==> config.mk <==
export PLATFORM = sky130hd
export DESIGN_NAME = vx_icache_req_arb
export DESIGN_NICKNAME = d
export VERILOG_FILES = /design/src/rtl/vx_icache_req_arb.sv
export SDC_FILE = /design/constraint.sdc
export NUM_CORES = 1
export LEC_CHECK = 0
export ABC_AREA = 1
export CORE_AREA = 8 8 125 127
export CTS_CLUSTER_SIZE = 30
export DETAILED_ROUTE_END_ITERATION = 10
export DIE_AREA = 0 0 133 135
export PLACE_DENSITY = 0.93
export SLEW_MARGIN = 15
export SYNTH_ARGS = -nofsm -noshare
export SYNTH_HDL_FRONTEND = slang
export SYNTH_SLANG_ARGS = --single-unit
==> constraint.sdc <==
create_clock -name clk -period 7.6 [get_ports clk]
set_clock_uncertainty 0.05 [all_clocks]
set_input_delay 2.28 -clock clk [delete_from_list [all_inputs] [get_ports clk]]
set_output_delay 2.28 -clock clk [all_outputs]
set_load 0.05 [all_outputs]
==> src/rtl/vx_icache_req_arb.sv <==
// Round-robin merge of NUM_REQS icache request channels into one stream through a small
// elastic FIFO; the winner's index is appended to the tag for response demultiplexing.
module vx_icache_req_arb #(
    parameter int unsigned NUM_REQS     = 4,
    parameter int unsigned ADDR_WIDTH   = 30,
    parameter int unsigned TAG_WIDTH    = 8,
    parameter int unsigned BUF_DEPTH    = 2,
    parameter int unsigned LOG_NUM_REQS = (NUM_REQS > 1) ? $clog2(NUM_REQS) : 1
) (
    input  logic                              clk,
    input  logic                              reset,
    input  logic [NUM_REQS-1:0]               req_valid_in,
    input  logic [NUM_REQS*ADDR_WIDTH-1:0]    req_addr_in,
    input  logic [NUM_REQS*TAG_WIDTH-1:0]     req_tag_in,
    output logic [NUM_REQS-1:0]               req_ready_in,
    output logic                              req_valid_out,
    output logic [ADDR_WIDTH-1:0]             req_addr_out,
    output logic [TAG_WIDTH+LOG_NUM_REQS-1:0] req_tag_out,
    input  logic                              req_ready_out,
    output logic [31:0]                       stall_cnt
);

    localparam int unsigned PTR_W     = $clog2(BUF_DEPTH);
    localparam int unsigned CNT_W     = PTR_W + 1;
    localparam int unsigned OUT_TAG_W = TAG_WIDTH + LOG_NUM_REQS;

    logic [LOG_NUM_REQS-1:0] rr_ptr_q, rr_ptr_d, grant_idx;
    logic [NUM_REQS-1:0]     valid_rot;
    logic                    grant_found, push, pop;
    logic [PTR_W-1:0]        rd_ptr_q, wr_ptr_q;
    logic [CNT_W-1:0]        count_q;
    logic [ADDR_WIDTH-1:0]   sel_addr;
    logic [TAG_WIDTH-1:0]    sel_tag;
    logic [ADDR_WIDTH-1:0]   addr_mem [BUF_DEPTH];
    logic [OUT_TAG_W-1:0]    tag_mem  [BUF_DEPTH];

    // Rotate valids so that bit 0 is the channel at rr_ptr, then take the first set bit.
    always_comb begin
        valid_rot   = NUM_REQS'({req_valid_in, req_valid_in} >> rr_ptr_q);
        grant_found = 1'b0;
        grant_idx   = '0;
        for (int unsigned k = 0; k < NUM_REQS; k++) begin
            if (!grant_found && valid_rot[k]) begin
                grant_found = 1'b1;
                grant_idx   = LOG_NUM_REQS'((32'(rr_ptr_q) + k) % NUM_REQS);
            end
        end
    end

    // Full blocks the grant even when a pop is pending, keeping ready free of req_ready_out.
    assign push          = grant_found && (count_q < CNT_W'(BUF_DEPTH)) && !reset;
    assign pop           = req_valid_out && req_ready_out;
    assign req_ready_in  = push ? (NUM_REQS'(1) << grant_idx) : '0;
    assign req_valid_out = (count_q != '0);
    assign req_addr_out  = addr_mem[rd_ptr_q];
    assign req_tag_out   = tag_mem[rd_ptr_q];

    always_comb begin
        sel_addr = '0;
        sel_tag  = '0;
        for (int unsigned k = 0; k < NUM_REQS; k++) begin
            if (grant_idx == LOG_NUM_REQS'(k)) begin
                sel_addr = req_addr_in[k*ADDR_WIDTH +: ADDR_WIDTH];
                sel_tag  = req_tag_in[k*TAG_WIDTH +: TAG_WIDTH];
            end
        end
    end

    always_comb begin
        rr_ptr_d = rr_ptr_q;
        if (push) begin
            rr_ptr_d = (32'(grant_idx) == NUM_REQS - 1) ? '0 : grant_idx + LOG_NUM_REQS'(1);
        end
    end

    always_ff @(posedge clk) begin
        if (push) begin
            addr_mem[wr_ptr_q] <= sel_addr;
            tag_mem[wr_ptr_q]  <= {sel_tag, grant_idx};
        end
    end

    always_ff @(posedge clk or posedge reset) begin
        if (reset) begin
            rr_ptr_q  <= '0;
            rd_ptr_q  <= '0;
            wr_ptr_q  <= '0;
            count_q   <= '0;
            stall_cnt <= '0;
        end else begin
            rr_ptr_q <= rr_ptr_d;
            if (push) wr_ptr_q <= wr_ptr_q + PTR_W'(1);
            if (pop)  rd_ptr_q <= rd_ptr_q + PTR_W'(1);
            if (push && !pop) begin
                count_q <= count_q + CNT_W'(1);
            end else if (!push && pop) begin
                count_q <= count_q - CNT_W'(1);
            end
            if (req_valid_out && !req_ready_out && (stall_cnt != '1)) begin
                stall_cnt <= stall_cnt + 32'd1;
            end
        end
    end

endmodule

Word-level counts from Yosys, hierarchy flattened

Memories as Yosys holds them, arrays and structs flattened.
Index checks and enable logic that the tools add are counted.

Add/subtract/negate cells: 9
Order comparisons: 1
Equality and inequality tests: 4
Shift-type cells: 2
Multiplexer cells: 22
Reduce and logical (&&, ||, !) cells: 20

Operator list:

| cell                                                                  | number |
|---|---|
| 30-bit two-way mux                                                    | 4 |
| 32-bit by 1-bit adder with 32-bit output, second input constant       | 1 |
| 8-bit two-way mux                                                     | 4 |
| 32-bit inequality test, second input constant                         | 1 |
| 2-bit two-way mux                                                     | 7 |
| 1-bit logical AND                                                     | 10 |
| 8-bit by 2-bit right shift with 4-bit output                          | 1 |
| 1-bit zero test                                                       | 7 |
| 2-bit by 1-bit adder with 2-bit output, second input constant         | 3 |
| 1-bit two-way mux                                                     | 6 |
| 2-bit adder, second input constant                                    | 2 |
| 2-bit equality test, second input constant                            | 2 |
| 4-bit two-way mux                                                     | 1 |
| 2-bit nonzero test                                                    | 2 |
| 1-bit by 2-bit left shift with 4-bit output, first input constant     | 1 |
| 1-bit adder, second input constant                                    | 2 |
| 2-bit by 1-bit equality test with 1-bit output, second input constant | 1 |
| 2-bit zero test                                                       | 1 |
| 2-bit less-than comparator, second input constant                     | 1 |
| 2-bit by 1-bit subtractor with 2-bit output, second input constant    | 1 |

Register bits: 38
RAM bits: 80
Input bits: 159
Output and inout bits: 77
Logic and storage cells: 65
Memories kept: 2

Memories:

| name     | depth | width | read ports | clocked after Yosys merged registers in | wr ports | line | source |
|---|---|---|---|---|---|---|---|
| addr_mem | 2     | 30    | 1          | 0                                       | 1        | 34   | `logic [ADDR_WIDTH-1:0] addr_mem [BUF_DEPTH];` |
| tag_mem  | 2     | 10    | 1          | 0                                       | 1        | 35   | `logic [OUT_TAG_W-1:0] tag_mem [BUF_DEPTH];` |

Depth between registers and ports, before layout

Depth after elaboration: 17
Depth in mapped cells: 19
Gate-level depth less buffers: 16

Worst setup path before layout

OpenSTA, ideal clock, no wires.

Path kind: input port to output port
From: in req_valid_in[0]
To: out req_ready_in[1]
Arrival time: 4.438 ns
Data required time: 5.270 ns
Setup slack: 0.832 ns
Stages on the path: 14
Path buffers: 2
Cell sequence: nand2_1 -> nand3_1 -> nand2_1 -> inv_1 -> o21ai_0 -> inv_1 -> nand2_1 -> nand2_1 -> inv_1 -> ha_1 -> buf_2 -> clkbuf_1 -> inv_1 -> nor2_1

Elaborated cells on any way between the ends: 19
Those cells by class: shift (2); mux (9); reduce/logical (8)

RTL lines:

| what                                           | line | source |
|---|---|---|
| start, declared                                | 12   | `input logic [NUM_REQS-1:0] req_valid_in,` |
| 8-bit by 2-bit right shift with 4-bit output * | 39   | `valid_rot = NUM_REQS'({req_valid_in, req_valid_in} >> rr_ptr_q);` |
| 1-bit two-way mux                              | 43   | `if (!grant_found && valid_rot[k]) begin` |
| 1-bit zero test                                | 43   |  |
| 1-bit logical AND                              | 43   |  |
| 1-bit two-way mux                              | 43   |  |
| 1-bit zero test                                | 43   |  |
| 1-bit logical AND                              | 43   |  |
| 1-bit two-way mux                              | 43   |  |
| 1-bit zero test                                | 43   |  |
| 1-bit logical AND                              | 43   |  |
| 2-bit two-way mux *                            | 43   |  |
| net grant_idx[0]                               | 27   | `logic [LOG_NUM_REQS-1:0] rr_ptr_q, rr_ptr_d, grant_idx;` |
| 1-bit by 2-bit left shift with 4-bit output *  | 53   | `assign req_ready_in = push ? (NUM_REQS'(1) << grant_idx) : '0;` |
| 4-bit two-way mux *                            | 53   |  |
| end, declared                                  | 15   | `output logic [NUM_REQS-1:0] req_ready_in,` |

The timed path passes the listed nets; every way through them passes the cells marked *.

Worst setup path after layout

From: in req_valid_in[3]
To: out req_ready_in[1]

Same word-level chain as after synthesis.

==> impl_metrics.xml <==
<?xml version="1.0" encoding="UTF-8"?>
<metrics>
  <group name="power">
    <metric name="power.density_cell_area" unit="nW/um^2">541</metric>
    <metric name="total_leakage_power" unit="nW">3.92</metric>
    <metric name="irDropWorstVdd" unit="V">0.000480</metric>
  </group>
  <group name="setup_path">
    <metric name="worst_path_fanout_max" unit="">4</metric>
    <metric name="cp_top_family" unit="">buffers and inverters</metric>
    <metric name="worstPathCellList" unit="">clkdlybuf4s50_1, nand2_1, nand3_1, nand2_1, inv_1, o21ai_0, inv_1, nand2_1, nand2_1, inv_1, ha_1, inv_1, nor2_1, buf_12</metric>
    <metric name="reg2reg_depth" unit="">15</metric>
    <metric name="cp-startpoint" unit="">req_valid_in[3]</metric>
    <metric name="cpPeakStageDelay" unit="ns">0.44</metric>
    <metric name="endpoint" unit="">req_ready_in[1]</metric>
    <metric name="cp-end-kind" unit="">primary output</metric>
    <metric name="worstSetupPathType" unit="">input port to primary output</metric>
    <metric name="data_arrival_time_of_the_critical_path" unit="ns">4.36</metric>
    <metric name="setup.worst_path.start_class" unit="">input port</metric>
    <metric name="setup.reg_to_reg.worst_slack" unit="ns">3.95</metric>
    <metric name="worst_path_max_delay_cell" unit="">clkdlybuf4s50_1</metric>
    <metric name="critical_path.reg2reg.startpoint" unit="">rr_ptr_q[0]</metric>
    <metric name="crit-reg2reg-capture" unit="">addr_mem[1][28]</metric>
    <metric name="worst-path-stages" unit="">14</metric>
    <metric name="endpoint_required_time_on_the_critical_path" unit="ns">5.27</metric>
    <metric name="worst-path-buf-inv" unit="">6</metric>
  </group>
  <group name="routing">
    <metric name="total_number_of_vias" unit="">6421</metric>
    <metric name="via_per_inst" unit="">5.42</metric>
    <metric name="drc_errors" unit="">0</metric>
    <metric name="routed_wire_length_per_instance" unit="um">18.2</metric>
    <metric name="route.antenna.remaining_nets" unit="">0</metric>
    <metric name="drtPass1Iterations" unit="">7</metric>
    <metric name="first_iter_violations" unit="">542</metric>
    <metric name="wl" unit="um">21600</metric>
  </group>
  <group name="cells_and_area">
    <metric name="post_route_cells_drive_above_1_share" unit="">0.0747</metric>
    <metric name="final_core_utilization" unit="">0.715</metric>
    <metric name="syn_to_final_growth" unit="%">48.0</metric>
    <metric name="diodes" unit="">0</metric>
    <metric name="final_net_count" unit="">1157</metric>
    <metric name="post_route_cell_area" unit="um^2">9730</metric>
  </group>
  <group name="cts">
    <metric name="clock_sink_count" unit="">118</metric>
    <metric name="cts-buffers-inserted" unit="">17</metric>
    <metric name="cts.repair.resized" unit="">0</metric>
    <metric name="clockRootBuffer" unit="">clkbuf_16</metric>
    <metric name="clk_transition_reported_paths" unit="ns">0.05</metric>
    <metric name="cts.path.max_buffers" unit="">2</metric>
    <metric name="cts_hold_buf" unit="">0</metric>
    <metric name="post_cts_setup_buffer_count" unit="">0</metric>
    <metric name="clk-insertion-delay-late" unit="ns">0.41</metric>
    <metric name="htree_num_levels" unit="">4</metric>
    <metric name="tritoncts" unit="">yes</metric>
  </group>
  <group name="synthesis">
    <metric name="synth_top_cells_by_area" unit="">edfxtp_1 (37%), nand2_1 (17%), dfrtp_1 (14%), a221oi_1 (5.1%), nor2_1 (4.5%)</metric>
    <metric name="mapped_nets" unit="">934</metric>
    <metric name="synth.mux.area_fraction" unit="">0</metric>
    <metric name="post_synth_and_or_nand_nor_area_fraction" unit="">0.267</metric>
    <metric name="yosys_warnings" unit="">0</metric>
    <metric name="synth_top_area_cell" unit="">edfxtp_1</metric>
    <metric name="postSynthAreaPerCell" unit="um^2">8.55</metric>
    <metric name="post_synth_num_cell_types" unit="">35</metric>
    <metric name="synth_seq_cells" unit="">118</metric>
    <metric name="mappedNetlistArea" unit="um^2">6580</metric>
    <metric name="synth_sequential_area_ratio" unit="">0.510</metric>
    <metric name="dominant_combinational_cell_family_by_area_after_synthesis" unit="">simple AND/OR/NAND/NOR gates</metric>
    <metric name="synth_compound_area_frac" unit="">0.113</metric>
    <metric name="post_synth_fa_ha_maj_area_fraction" unit="">0.0114</metric>
    <metric name="synthXorXnorAreaFrac" unit="">0.0398</metric>
    <metric name="mapped_cells" unit="">769</metric>
    <metric name="synth_top_cell_area_share" unit="">0.365</metric>
  </group>
  <group name="floorplanning">
    <metric name="die_w" unit="um">133</metric>
    <metric name="die_footprint" unit="um^2">18000</metric>
    <metric name="row_count" unit="">43</metric>
    <metric name="top_level_pins" unit="">236</metric>
    <metric name="effective_utilization_at_floorplan" unit="">0.483</metric>
    <metric name="core-area" unit="um^2">13600</metric>
    <metric name="die_h" unit="um">135</metric>
  </group>
  <group name="place">
    <metric name="placed_instance_area" unit="um^2">9070</metric>
    <metric name="portBuffers" unit="">235</metric>
    <metric name="place_congestion" unit="">0.925</metric>
    <metric name="dp_slack" unit="ns">0.959</metric>
    <metric name="place.detailed.hpwl" unit="um">15800</metric>
  </group>
  <group name="global_route">
    <metric name="grt_pass1_vias" unit="">6252</metric>
    <metric name="grt_antenna_before_repair" unit="">0</metric>
    <metric name="grt_pass1_wl" unit="um">32700</metric>
    <metric name="grt_use_total" unit="">0.232</metric>
    <metric name="largest_net_degree_at_the_start_of_global_routing" unit="">77</metric>
    <metric name="grt-ovfl-total" unit="">0</metric>
  </group>
  <group name="flow_run">
    <metric name="timing.max_cap.violations" unit="">0</metric>
  </group>
  <group name="timing">
    <metric name="final_min_period_over_clock_period" unit="">0.880</metric>
    <metric name="fmax" unit="GHz">0.150</metric>
    <metric name="post-route-min-period" unit="ns">6.69</metric>
    <metric name="tns" unit="ns">0</metric>
    <metric name="tightestPinTransition" unit="ns">0.734</metric>
    <metric name="slew_headroom" unit="">0.510</metric>
    <metric name="final_hold_viol_count" unit="">0</metric>
    <metric name="grt_setup_unrepaired" unit="">no</metric>
    <metric name="final-setup-viol-count" unit="">0</metric>
    <metric name="finalMaxSlewViolations" unit="">0</metric>
    <metric name="worst_slack" unit="ns">0.913</metric>
  </group>
  <group name="worst_hold_path">
    <metric name="hold_class" unit="">flip-flop to flip-flop</metric>
  </group>
  <group name="status">
    <metric name="outcome" unit="">finished clean</metric>
  </group>
</metrics>
worst min-delay path by stage:
stage / start / endpoint / slack, ns / cells past startpoint
after floorplan: count_q[0] / count_q[0] / 0.42 / 1
after global placement: count_q[0] / count_q[0] / 0.44 / 1
after detailed placement: count_q[0] / count_q[0] / 0.45 / 1
after CTS: count_q[0] / count_q[0] / 0.45 / 1
after global routing: count_q[0] / count_q[0] / 0.46 / 1
final: count_q[0] / count_q[0] / 0.45 / 1
layout by cell type (no fill, tap or decap), types with 17 or more instances in the layout:
cell type	synthesis	layout
a221oi_1	38	38
xor2_1	21	21
inv_1	42	42
o31ai_1	38	38
dfrtp_1	38	38
nand2_1	298	298
clkbuf_16	0	17
clkdlybuf4s50_1	0	231
nor2_1	78	75
edfxtp_1	80	80
Yosys cell counts:
| library cell | n |
|---|---|
| clkinv_1 | 1 |
| nand3_2 | 2 |
| buf_2 | 4 |
| nor2_2 | 2 |
| a21oi_1 | 1 |
| nand3_1 | 14 |
| ha_1 | 6 |
| xnor2_1 | 7 |
| o21ai_1 | 4 |
| buf_1 | 4 |
| a221oi_1 | 38 |
| nand2_1 | 298 |
| edfxtp_1 | 80 |
| nand4_1 | 8 |
| nand4_2 | 1 |
| dfrtp_1 | 38 |
| buf_6 | 4 |
| inv_1 | 42 |
| nor3_1 | 16 |
| buf_4 | 3 |
| o21ai_0 | 8 |
| xor2_1 | 21 |
| o31ai_1 | 38 |
| nand3b_2 | 1 |
| nand2_4 | 2 |
| nor3b_1 | 1 |
| or2_2 | 1 |
| nand2_2 | 5 |
| nor2_4 | 2 |
| inv_2 | 4 |
| xor2_2 | 1 |
| inv_4 | 1 |
| clkbuf_1 | 26 |
| nor2_1 | 78 |
| o21ai_2 | 7 |
per-layer routing:
| metal | share of wire | global-route usage | up-vias |
|---|---|---|---|
| met5 | 0 | 0 | - |
| met4 | 0.026 | 0.103 | 0 |
| met3 | 0.073 | 0.0472 | 48 |
| met2 | 0.53 | 0.416 | 311 |
| met1 | 0.37 | 0.261 | 3026 |
| li1 | - | - | 3036 |
per-stage QoR:
stage / hold slack [ns] / total power, mW / cells
6_report: 0.455 / 5.27 / 1184
5_1_grt: 0.458 / 5.54 / 1184
4_1_cts: 0.453 / 5.26 / 1184
2_1_floorplan: 0.417 / 3.35 / 769
3_5_place_dp: 0.447 / 4.34 / 1153
3_3_place_gp: 0.439 / 4.23 / 1153
cell type report:
type                            instances  area (um^2)
Tap cell                              180          225
Multi-Input combinational cell        562         2860
Sequential cell                       118         3350
Clock inverter                         13          229
Clock buffer                           18          429
Fill cell                             958         3880
Timing Repair Buffer                  245         2450
Inverter                               48          183
power by group:
group          switching, mW  internal [mW]
Sequential             0.101           1.19
Clock                  0.282          0.612
Combinational           2.13          0.951
Total                   2.51           2.76
worst register-to-register path: stages, from the launching register on:
cell	delay (ns)
dfrtp_1	0.52
inv_2	0.13
nand2_1	0.12
nand3_1	0.08
nand2_1	0.13
inv_1	0.07
o21ai_0	0.19
nand2_1	0.07
nand2_1	0.15
inv_1	0.12
ha_1	0.25
buf_4	0.28
nor2_2	0.16
buf_4	0.39
a221oi_1	0.21
o31ai_1	0.45
flip-flops by register name (all words and copies together) (netlist names):
name,flops
rd_ptr_q,1
rr_ptr_q,2
wr_ptr_q,1
tag_mem,20
count_q,2
addr_mem,60
stall_cnt,32
logic make-up (layout without fill, tap and decap cells):
group	count (synthesis)	count (layout)
compound gates	96	96
xor+xnor	29	29
fa+ha+maj	6	6
buf+inv	89	324
flops	118	118
simple gates	431	431
No activity file was read; power rests on OpenSTA's default activity.
